### config.mk
export PLATFORM = sky130hd
export DESIGN_NAME = alu_result_serializer
export DESIGN_NICKNAME = d
export VERILOG_FILES = /design/src/rtl/alu_result_serializer.sv
export SDC_FILE = /design/constraint.sdc
export NUM_CORES = 1
export LEC_CHECK = 0
export ABC_AREA = 1
export CAP_MARGIN = 20
export CORE_MARGIN = 5
export CORE_UTILIZATION = 40
export CTS_CLUSTER_DIAMETER = 200
export DETAILED_ROUTE_END_ITERATION = 8
export GPL_ROUTABILITY_DRIVEN = 0
export REMOVE_ABC_BUFFERS = 1
export SYNTH_ARGS = -nofsm -noshare
export SYNTH_HDL_FRONTEND = slang
export SYNTH_SLANG_ARGS = --single-unit
### constraint.sdc
create_clock -name clk -period 1.5 [get_ports clk]
set_input_delay 0.45 -clock clk [delete_from_list [all_inputs] [get_ports clk]]
set_output_delay 0.45 -clock clk [all_outputs]
set_load 0.005 [all_outputs]
### src/rtl/alu_result_serializer.sv
// Serializes WIDTH-bit ALU results into bytes on a valid/ready interface toward UART TX.
// One pending word is buffered during a transfer; any further overflow is dropped and flagged.
module alu_result_serializer #(
    parameter int unsigned WIDTH     = 16,
    parameter bit          MSB_FIRST = 1'b0
) (
    input  logic             clk,
    input  logic             rst,
    input  logic [WIDTH-1:0] alu_out,
    input  logic             alu_valid,
    input  logic             tx_ready,
    output logic [7:0]       tx_data,
    output logic             tx_valid,
    output logic             ser_busy,
    output logic             drop_flag
);
    localparam int unsigned NBYTES = WIDTH / 8;
    localparam int unsigned CW     = (NBYTES > 1) ? $clog2(NBYTES) : 1;

    typedef enum logic {IDLE, SEND} state_t;

    state_t           state_q, state_d;
    logic [CW-1:0]    cnt_q, cnt_d;
    logic [WIDTH-1:0] shift_q, shift_d;
    logic [WIDTH-1:0] pend_q, pend_d;
    logic             pend_valid_q, pend_valid_d;
    logic [7:0]       tx_data_q, tx_data_d;
    logic             tx_valid_q, tx_valid_d;
    logic             busy_q, busy_d;
    logic             drop_q, drop_d;

    logic accept;
    logic last;

    assign accept = tx_valid_q && tx_ready;
    assign last   = (cnt_q == CW'(NBYTES - 1));

    always_comb begin
        state_d      = state_q;
        cnt_d        = cnt_q;
        shift_d      = shift_q;
        pend_d       = pend_q;
        pend_valid_d = pend_valid_q;
        drop_d       = 1'b0;
        unique case (state_q)
            IDLE: begin
                if (alu_valid) begin
                    shift_d = alu_out;
                    cnt_d   = '0;
                    state_d = SEND;
                end
            end
            SEND: begin
                if (accept && !last) begin
                    shift_d = MSB_FIRST ? (shift_q << 8) : (shift_q >> 8);
                    cnt_d   = cnt_q + CW'(1);
                end else if (accept) begin
                    cnt_d = '0;
                    if (pend_valid_q) begin
                        shift_d      = pend_q;
                        pend_valid_d = 1'b0;
                    end else if (alu_valid) begin
                        shift_d = alu_out;
                    end else begin
                        state_d = IDLE;
                    end
                end
                // Checking pend_valid_d lets a final accept free the buffer for this cycle's word.
                if (alu_valid && !(accept && last && !pend_valid_q)) begin
                    if (!pend_valid_d) begin
                        pend_d       = alu_out;
                        pend_valid_d = 1'b1;
                    end else begin
                        drop_d = 1'b1;
                    end
                end
            end
            default: state_d = IDLE;
        endcase
        tx_data_d  = MSB_FIRST ? shift_d[WIDTH-1 -: 8] : shift_d[7:0];
        tx_valid_d = (state_d == SEND);
        busy_d     = (state_d == SEND) || pend_valid_d;
    end

    always_ff @(posedge clk) begin
        if (rst) begin
            state_q      <= IDLE;
            cnt_q        <= '0;
            shift_q      <= '0;
            pend_q       <= '0;
            pend_valid_q <= 1'b0;
            tx_data_q    <= '0;
            tx_valid_q   <= 1'b0;
            busy_q       <= 1'b0;
            drop_q       <= 1'b0;
        end else begin
            state_q      <= state_d;
            cnt_q        <= cnt_d;
            shift_q      <= shift_d;
            pend_q       <= pend_d;
            pend_valid_q <= pend_valid_d;
            tx_data_q    <= tx_data_d;
            tx_valid_q   <= tx_valid_d;
            busy_q       <= busy_d;
            drop_q       <= drop_d;
        end
    end

    assign tx_data   = tx_data_q;
    assign tx_valid  = tx_valid_q;
    assign ser_busy  = busy_q;
    assign drop_flag = drop_q;
endmodule

### Yosys cells after proc, flatten, opt, wreduce, memory -nomap -nowiden

Index checks and enable logic that the tools add are counted.

* register bits after elaboration: 37
* input port bits: 20

* $add $sub $neg: 1
* multiplexer cells: 20
* equal/unequal tests: 2
* bitwise gates (word level): 3
* reductions and logical operators: 12

Operator list (count)
* $mux W16: 4
* $pmux W16 S2: 1
* $mux W1: 13
* $logic_and A1 B1 Y1: 5
* $pmux W1 S2: 2
* $logic_not A1 Y1: 3
* $ne A3 B1 Y1 const B: 1
* $not A1 Y1: 3
* $reduce_and A3 Y1: 1
* $reduce_or A3 Y1: 1
* $ne A2 B2 Y1 const B: 1
* $reduce_and A2 Y1: 1
* $add A1 B1 Y1 const B: 1
* $logic_or A1 B1 Y1: 1

### Longest topological paths before layout

Gate-level depths: netlist (run 1).

* depth in word-level cells: 8
* depth in mapped cells: 9
* depth with buffers taken out: 7

### Worst setup path before layout (run 1)

No wires, ideal clock.

* kind: in2reg
* start: input alu_valid
* end: register shift_q[2]
* data arrival time: 1235 ps
* path slack: 124 ps
* buffers on the path: 2
* setup time: 140 ps
* stages on the path: 6
* cells stage by stage: buf_2 -> inv_2 -> clkbuf_1 -> o21ai_0 -> nand2_2 -> a21oi_2

* longest elaborated chain between the ends: 5

Ends and longest elaborated chain
* start: declaration: line 10 `input logic alu_valid,`
* $mux W16 *: line 47, 62
* $mux W16: line 59 `if (pend_valid_q) begin`
* $mux W16: line 57 `end else if (accept) begin`
* $mux W16: line 54 `if (accept && !last) begin`
* $pmux W16 S2 *: line 45 `unique case (state_q)`
* end signal: assignment: line 99 `shift_q <= shift_d;`
* end: declaration: line 24 `logic [WIDTH-1:0] shift_q, shift_d;`

Every way passes the cells marked *; elsewhere a longest branch is shown, timed or not. The select of a mux whose other input is x is not followed.
A chain may end at the register's enable or synchronous reset.

### Worst setup path in the final report (run 1)

Ends and elaborated chain as after synthesis.

==> reports/metrics.csv, run 1 <==
metric,value,unit
status,finished clean,
Yosys top cell area share,0.366,
post-route ant nets,0,
post-route setup TNS,0,ns
DP Cell Count,406,
initial drt markers,77,
# IOs,31,
Total GRT Usage,0.166,
port bufs,30,
register area,752,sq um
Final nets,368,
HP Class,register to register,
Buf/Inv on CP,3,
most area-hungry cell type in the Yosys netlist,dfxtp_1,
CP max FO,6,
Pwr per Cell Area,861,nW/um^2
Post-synth EDFFs,0,
Commonest cells post-synth,"73 x nand2_1, 61 x nor2_1, 37 x dfxtp_1",
Final Max Slew Viols,0,
initial antenna violation count,0,
Finished Layout Cells,418,
min Tclk post-route,1.43,ns
DRC viols,0,
Setup crit end kind,register,
area of the multi-input gates,1010,sq um
vias in the first global route,1812,
clk buf depth,2,
"Hold Vio Cnt, Final",0,
share of the yosys chip area belonging to registers,0.366,
FILL cells,513,
RSZ-0062 raised after global routing,false,
Tcrit/Tclk final,0.951,
DP Wirelength,3520,microns
chain of cells forming the critical path,clkdlybuf4s50_1 -> inv_2 -> buf_4 -> o21ai_0 -> nand2_2 -> a21oi_2,
Critical Path Max Stage Delay,0.54,ns
Routed WL,4920,microns
Synth-to-Final Area Change,28.5,%
CTS Sinks,37,
Rel. slew slack,0.801,
H-tree depth,2,
CTS Root Cell,clkbuf_8,
crit path DAT,1.66,ns
Antenna diodes,0,
largest cells by area after synthesis,"dfxtp_1 37%, nand2_1 14%, nor2_1 11%, inv_1 6.5%, nand3_1 4.4%",
critical path required time,1.74,ns
routed len/inst,11.8,microns
"count leader, synth",nand2_1,
most common flop cell mapped by yosys,dfxtp_1,
count of cell types in the netlist,23,
TritonCTS clock tree,done,
CP Class,primary input to register,
skew final,0.00573,ns
critical path's top delay family,buffers and inverters,
vias per cell,4.52,
Syn. warnings,0,
Initial DRT Pass Iterations,4,
Post-Synthesis Cells,307,
"FF+latch count, synth",37,
chip width,81.2,microns
fraction of registers with async set/reset,0,
vias,1890,
mean post-synth cell area,6.60,sq um
CP max stage cell,clkdlybuf4s50_1,
Placeable Area,5010,sq um
Max Freq,701,MHz
Worst IR Drop VDD,0.394,mV
largest net degree at the start of global routing,20,
die area,6590,sq um
gr ovfl total,0,
Worst-Margin Slew,0.299,ns
global-route wire length before repair,8360,microns
nature of the critical path startpoint,primary input,
layout cells sized above 1,0.193,
Rows,26,
"Clk Latency, worst-skew pair",0.30,ns
CTS Buf Count,5,
endpoints failing setup,0,
Post-Syn Area,2030,sq um
power consumption,2240,uW
Initial Util,0.404,
"Reg clk slew, reported paths",0.07,ns
max-cap viol count,0,
Die Y,81.2,microns
static leakage,0.00115,uW
state kept, by name, summed over array words and instances, names as in the netlist:
signal	cells
pend_q	16
cnt_q	1
ser_busy	1
tx_valid	1
drop_flag	1
pend_valid_q	1
shift_q	16
where the power goes:
group | switching, uW | internal, uW | total, uW | leakage (uW)
Clock | 359 | 365 | 724 | 0.0000443
Combinational | 222 | 209 | 431 | 0.000795
Sequential | 40.8 | 1050 | 1090 | 0.000307
Total | 622 | 1620 | 2240 | 0.00115
layout make-up:
class	instances	area share
timing repair buffer	54	0.203
clock buffer	7	0.0332
multi-input combinational	213	0.388
inverter	37	0.0534
tap	70	0.0337
sequential	37	0.289
through the flow:
stage	hold slack [ns]	worst slack (ns)	instance area [sq um]	utilization
finish	0.483	0.0740	2600	0.519
global route	0.515	0.00506	2600	0.519
CTS	0.486	0.0565	2600	0.519
detailed placement	0.472	-0.393	2470	0.494
global placement	0.465	-0.410	2470	0.494
floorplan	0.455	0.0792	1870	-
cells in the final DEF, fill, tap and decap left out, types with 3 or more instances in the layout:
master | Yosys | layout
buf_12 | 0 | 5
nand2_1 | 73 | 72
a31oi_1 | 4 | 4
nand3_1 | 18 | 18
dfxtp_2 | 0 | 9
nor2_2 | 2 | 3
clkdlybuf4s50_1 | 0 | 18
buf_4 | 11 | 19
a21oi_1 | 14 | 14
dlygate4sd2_1 | 0 | 12
dfxtp_1 | 37 | 28
o21ai_0 | 17 | 15
nor2_1 | 61 | 60
clkbuf_8 | 0 | 6
inv_1 | 35 | 35
nand2_2 | 8 | 9
a21oi_2 | 8 | 8
worst register-to-register path, stage by stage (launching register included):
cell     delay [ns]
dfxtp_1        0.32
buf_4          0.18
nand3_4        0.14
nand2_1        0.11
nand2_1        0.09
nor2_4         0.14
buf_12         0.15
nor2_1         0.05
nor2_1         0.09
worst paths after layout:
check / to / cells after the start / startpoint / slack (ns)
max: shift_q[2]$_SDFFE_PP0P_ / 6 / alu_valid / 0.07
min reg2reg: pend_q[4]$_SDFFE_PP0P_ / 2 / pend_q[4]$_SDFFE_PP0P_ / 0.48
max reg2reg: pend_q[14]$_SDFFE_PP0P_ / 8 / tx_valid$_SDFF_PP0_ / 0.17
min: pend_q[4]$_SDFFE_PP0P_ / 2 / pend_q[4]$_SDFFE_PP0P_ / 0.48
per-layer routing:
metal | share of wire | GRT usage | vias up
met2 | 0.47 | 0.274 | 27
met3 | 0.039 | 0.0244 | 7
li1 | - | - | 1027
met4 | 0.014 | 0.0709 | 0
met5 | 0 | 0 | -
met1 | 0.48 | 0.215 | 829
repair_timing:
| item | 4_1_cts | 5_1_grt |
|---|---|---|
| resized for setup | 22 | 3 |
| gates cloned | 1 | 0 |
| pin swaps | 1 | 0 |
| hold buffers | 0 | 0 |
| setup endpoints to repair | 40 | 4 |
| buffers inserted | 4 | 0 |
cells by family after synthesis:
| family | synth area share |
|---|---|
| flops | 0.366 |
| buf+inv | 0.143 |
| compound gates | 0.148 |
| simple gates | 0.343 |
Power figures use the tool's default switching activity.
==> run 2, diff against run 1 <==
--- a/config.mk
+++ b/config.mk
@@ -6,6 +6,7 @@
 export NUM_CORES = 1
 export LEC_CHECK = 0
 export ABC_AREA = 1
+export ABC_CLOCK_PERIOD_IN_PS = 1500
 export CAP_MARGIN = 20
 export CORE_MARGIN = 5
 export CORE_UTILIZATION = 40
@@ -13,6 +14,7 @@
 export DETAILED_ROUTE_END_ITERATION = 8
 export GPL_ROUTABILITY_DRIVEN = 0
 export REMOVE_ABC_BUFFERS = 1
+export SKIP_CTS_REPAIR_TIMING = 1
 export SYNTH_ARGS = -nofsm -noshare
 export SYNTH_HDL_FRONTEND = slang
 export SYNTH_SLANG_ARGS = --single-unit
==> reports/metrics.csv, run 2 (same netlist as run 1, synthesis figures left out) <==
metric,value,unit
Critical Path Max Stage Delay,0.54,ns
initial antenna violation count,0,
met3 usage,0.0244,
Final nets,368,
Initial Util,0.404,
die area,6590,sq um
RSZ-0062 raised after global routing,false,
crit path DAT,1.66,ns
CTS Sinks,37,
"Reg clk slew, reported paths",0.07,ns
clk buf depth,2,
Worst Hold Depth,2,
"Hold Vio Cnt, Final",0,
critical path required time,1.73,ns
CTS Root Cell,clkbuf_8,
min Tclk post-route,1.43,ns
R2R Path End,pend_q[1]$_SDFFE_PP0P_,
R2R Setup Slk,0.16,ns
routed len/inst,11.9,microns
static leakage,0.00129,uW
chain of cells forming the critical path,clkdlybuf4s50_1 -> inv_2 -> buf_4 -> o21ai_0 -> nand2_2 -> a21oi_2,
reg2reg path depth,8,
initial drt markers,86,
Synth-to-Final Area Change,31.3,%
power consumption,2250,uW
Initial DRT Pass Iterations,4,
Pwr per Cell Area,847,nW/um^2
gr ovfl total,0,
Placeable Area,5010,sq um
"Clk Latency, worst-skew pair",0.30,ns
Die Y,81.2,microns
DRC viols,0,
register area,752,sq um
vias in the first global route,1761,
nature of the critical path startpoint,primary input,
CP max FO,6,
Largest regs,"pend_q: 16 flops, shift_q: 16 flops",
skew final,0.00574,ns
Antenna diodes,0,
layout cells sized above 1,0.193,
vias,1931,
"leading cell type in the layout, fill and taps excluded",nand2_1,
post-route ant nets,0,
Total GRT Usage,0.161,
# IOs,31,
Setup crit end kind,register,
Rel. slew slack,0.798,
DP Wirelength,3520,microns
Tcrit/Tclk final,0.953,
endpoints failing setup,0,
global-route wire length before repair,8110,microns
status,finished clean,
CTS Buf Count,5,
Routed WL,4990,microns
port bufs,30,
FILL cells,502,
largest net degree at the start of global routing,20,
H-tree depth,2,
HP Class,register to register,
Reg-to-Reg Start,tx_valid$_SDFF_PP0_,
area of the multi-input gates,1010,sq um
CP max stage cell,clkdlybuf4s50_1,
post-route setup TNS,0,ns
Max Freq,700,MHz
hold_sp,pend_q[4]$_SDFFE_PP0P_,
GR Layer Usage met1,0.210,
Worst IR Drop VDD,0.395,mV
chip width,81.2,microns
Rows,26,
TritonCTS clock tree,done,
CP Class,primary input to register,
Worst-Margin Slew,0.303,ns
busiest layer in global routing,met2,
max-cap viol count,0,
WHS Endpoint,pend_q[4]$_SDFFE_PP0P_,
most frequent cells in the layout,"72 x nand2_1, 60 x nor2_1, 35 x inv_1, 28 x dfxtp_1",
met2 GRT Util,0.264,
Final Max Slew Viols,0,
vias per cell,4.62,
run 2: final cells by class:
type                       count  area share
clock buffer                   7      0.0325
timing repair buffer          54       0.220
inverter                      37      0.0522
multi-input combinational    213       0.380
sequential                    37       0.283
tap                           70      0.0329
run 2: per-stage QoR:
stage | setup WS [ns] | hold WS [ns] | area, sq um | utilization | std cells
2_1_floorplan | 0.0792 | 0.455 | 1870 | - | 286
3_3_place_gp | -0.410 | 0.465 | 2470 | 0.494 | 406
3_5_place_dp | -0.393 | 0.472 | 2470 | 0.494 | 406
4_1_cts | -0.163 | 0.486 | 2560 | 0.511 | 413
5_1_grt | 0.00414 | 0.515 | 2660 | 0.531 | 418
6_report | 0.0710 | 0.487 | 2660 | 0.531 | 418
run 2: worst max-delay path: cells and delay by family:
family	cells	cell delay [ns]
simple gates	1	0.08
buf+inv	3	0.82
compound gates	2	0.31
run 2: power breakdown:
part	switching [uW]	leakage (uW)	internal, uW	total, uW
Combinational	224	0.000939	219	442
Sequential	41.4	0.000307	1050	1090
Clock	359	0.0000443	365	724
run 2: how the worst max path moves through the flow:
stage	start	to	cells past startpoint
floorplan	tx_valid$_SDFF_PP0_	shift_q[0]$_SDFFE_PP0P_	4
global placement	tx_ready	shift_q[2]$_SDFFE_PP0P_	7
detailed placement	tx_ready	pend_q[14]$_SDFFE_PP0P_	8
CTS	shift_q[0]$_SDFFE_PP0P_	tx_data[0]	1
global route	alu_valid	shift_q[3]$_SDFFE_PP0P_	6
finish	alu_valid	shift_q[3]$_SDFFE_PP0P_	6
run 2: metal layers:
metal | wire length, microns | vias to the layer above
met4 | 72 | 0
met1 | 2310 | 855
met3 | 232 | 7
li1 | - | 1030
met2 | 2370 | 39
met5 | 0 | -
==> run 3, diff against run 2 <==
--- a/config.mk
+++ b/config.mk
@@ -10,9 +10,10 @@
 export CAP_MARGIN = 20
 export CORE_MARGIN = 5
 export CORE_UTILIZATION = 40
-export CTS_CLUSTER_DIAMETER = 200
+export CTS_CLUSTER_DIAMETER = 30
 export DETAILED_ROUTE_END_ITERATION = 8
 export GPL_ROUTABILITY_DRIVEN = 0
+export GPL_TIMING_DRIVEN = 0
 export REMOVE_ABC_BUFFERS = 1
 export SKIP_CTS_REPAIR_TIMING = 1
 export SYNTH_ARGS = -nofsm -noshare
==> reports/metrics.csv, run 3 (same netlist as run 1, synthesis figures left out) <==
metric,value,unit
nature of the critical path startpoint,primary input,
"Hold Vio Cnt, Final",0,
Critical Path Start,alu_valid,
R2R Path End,shift_q[3]$_SDFFE_PP0P_,
chain of cells forming the critical path,clkbuf_2 -> inv_2 -> nand2_1 -> nand2_1 -> o21ai_0 -> inv_1 -> nor2_1 -> nor2_1,
"leading cell type in the layout, fill and taps excluded",nand2_1,
min Tclk post-route,1.41,ns
skew final,0.00437,ns
routed len/inst,12.7,microns
Buf/Inv on CP,3,
largest net degree at the start of global routing,21,
initial antenna violation count,0,
Final Max Slew Viols,0,
Die Y,81.2,microns
status,finished clean,
"Reg clk slew, reported paths",0.08,ns
CP Class,primary input to register,
post-route setup TNS,0,ns
vias,1965,
critical path required time,1.65,ns
register area,756,sq um
Synth-to-Final Area Change,30.2,%
CTS Sinks,37,
global-route wire length before repair,8380,microns
Reg-to-Reg Start,tx_valid$_SDFF_PP0_,
CTS Root Cell,clkbuf_8,
Worst Setup EP,shift_q[7]$_SDFFE_PP0P_,
Total GRT Usage,0.165,
HP Class,register to register,
Finished Layout Cells,411,
R2R Setup Slk,0.14,ns
Largest regs,"pend_q: 16 flops, shift_q: 16 flops",
chip width,81.2,microns
clk buf depth,2,
static leakage,0.00127,uW
FILL cells,501,
H-tree depth,2,
port bufs,30,
Max Freq,711,MHz
area of the multi-input gates,1010,sq um
Critical Path Max Stage Delay,0.33,ns
"Clk Latency, worst-skew pair",0.29,ns
WP depth,8,
Worst-Margin Slew,0.619,ns
Final nets,360,
post-layout util,0.526,
post-route ant nets,0,
most frequent cells in the layout,"71 x nand2_1, 59 x nor2_1, 34 x inv_1, 27 x dfxtp_1, 18 x nand3_1",
Initial Util,0.404,
gr ovfl total,0,
die area,6590,sq um
Worst IR Drop VDD,0.508,mV
DP Cell Count,386,
DRC viols,0,
Rows,26,
Pwr per Cell Area,966,nW/um^2
reg2reg path depth,7,
# IOs,31,
Tcrit/Tclk final,0.937,
endpoints failing setup,0,
crit path DAT,1.56,ns
vias in the first global route,1759,
Rel. slew slack,0.587,
max-cap viol count,0,
vias per cell,4.78,
Placeable Area,5010,sq um
Setup crit end kind,register,
layout cells sized above 1,0.199,
Routed WL,5230,microns
worst hold slack,0.489,ns
CP max stage cell,clkbuf_2,
CTS Buf Count,5,
Antenna diodes,0,
power consumption,2550,uW
TritonCTS clock tree,done,
CP max FO,19,
Initial DRT Pass Iterations,4,
initial drt markers,160,
critical path's top delay family,buffers and inverters,
DP Wirelength,3100,microns
## run 3: cell count changes in the layout (fill, tap and decap cells not counted), sizes merged
cell,before,now
buf,24,16
bufinv,0,2
clkdlybuf4s50,18,16
clkinvlp,0,1
## run 3: stage by stage
step           worst slack, ns  cell area [sq um]
4_1_cts                  -1.24               2400
3_3_place_gp             -1.51               2260
6_report                0.0939               2640
3_5_place_dp             -1.54               2260
5_1_grt               -0.00781               2640
2_1_floorplan           0.0792               1870
## run 3: final cells by class
cell class | instances | area share
Tap cell | 70 | 0.0332
Multi-Input combinational cell | 213 | 0.385
Inverter | 37 | 0.0541
Sequential cell | 37 | 0.287
Clock buffer | 5 | 0.0261
Timing Repair Buffer | 46 | 0.191
Clock inverter | 3 | 0.0247
## run 3: worst register-to-register path, stage by stage, from the launching register on
cell     delay (ns)
dfxtp_4        0.37
buf_4          0.14
nand2_1        0.11
nor2_2         0.31
nand2_1        0.14
nand2_1        0.08
nor2_1         0.05
a21oi_2        0.10
## run 3: worst min path at each step
stage	from	to	slack [ns]	cells after the start
global placement	pend_q[2]$_SDFFE_PP0P_	pend_q[2]$_SDFFE_PP0P_	0.47	2
floorplan	pend_q[5]$_SDFFE_PP0P_	pend_q[5]$_SDFFE_PP0P_	0.45	2
CTS	pend_q[1]$_SDFFE_PP0P_	pend_q[1]$_SDFFE_PP0P_	0.49	2
finish	pend_q[2]$_SDFFE_PP0P_	pend_q[2]$_SDFFE_PP0P_	0.49	2
detailed placement	pend_q[1]$_SDFFE_PP0P_	pend_q[1]$_SDFFE_PP0P_	0.47	2
global route	pend_q[0]$_SDFFE_PP0P_	pend_q[0]$_SDFFE_PP0P_	0.51	2
## run 3: routing by layer
layer | vias to the layer above | track usage | share of wire
met5 | - | 0 | 0
met4 | 0 | 0.0507 | 0.015
met3 | 9 | 0.0355 | 0.051
met2 | 45 | 0.282 | 0.47
met1 | 900 | 0.206 | 0.47
li1 | 1011 | - | -
## run 3: power by group
part           leakage (uW)  total (uW)  internal [uW]  switching [uW]
clock network     0.0000681        1030            661             373
registers          0.000308        1090           1050            45.1
logic              0.000893         424            197             228
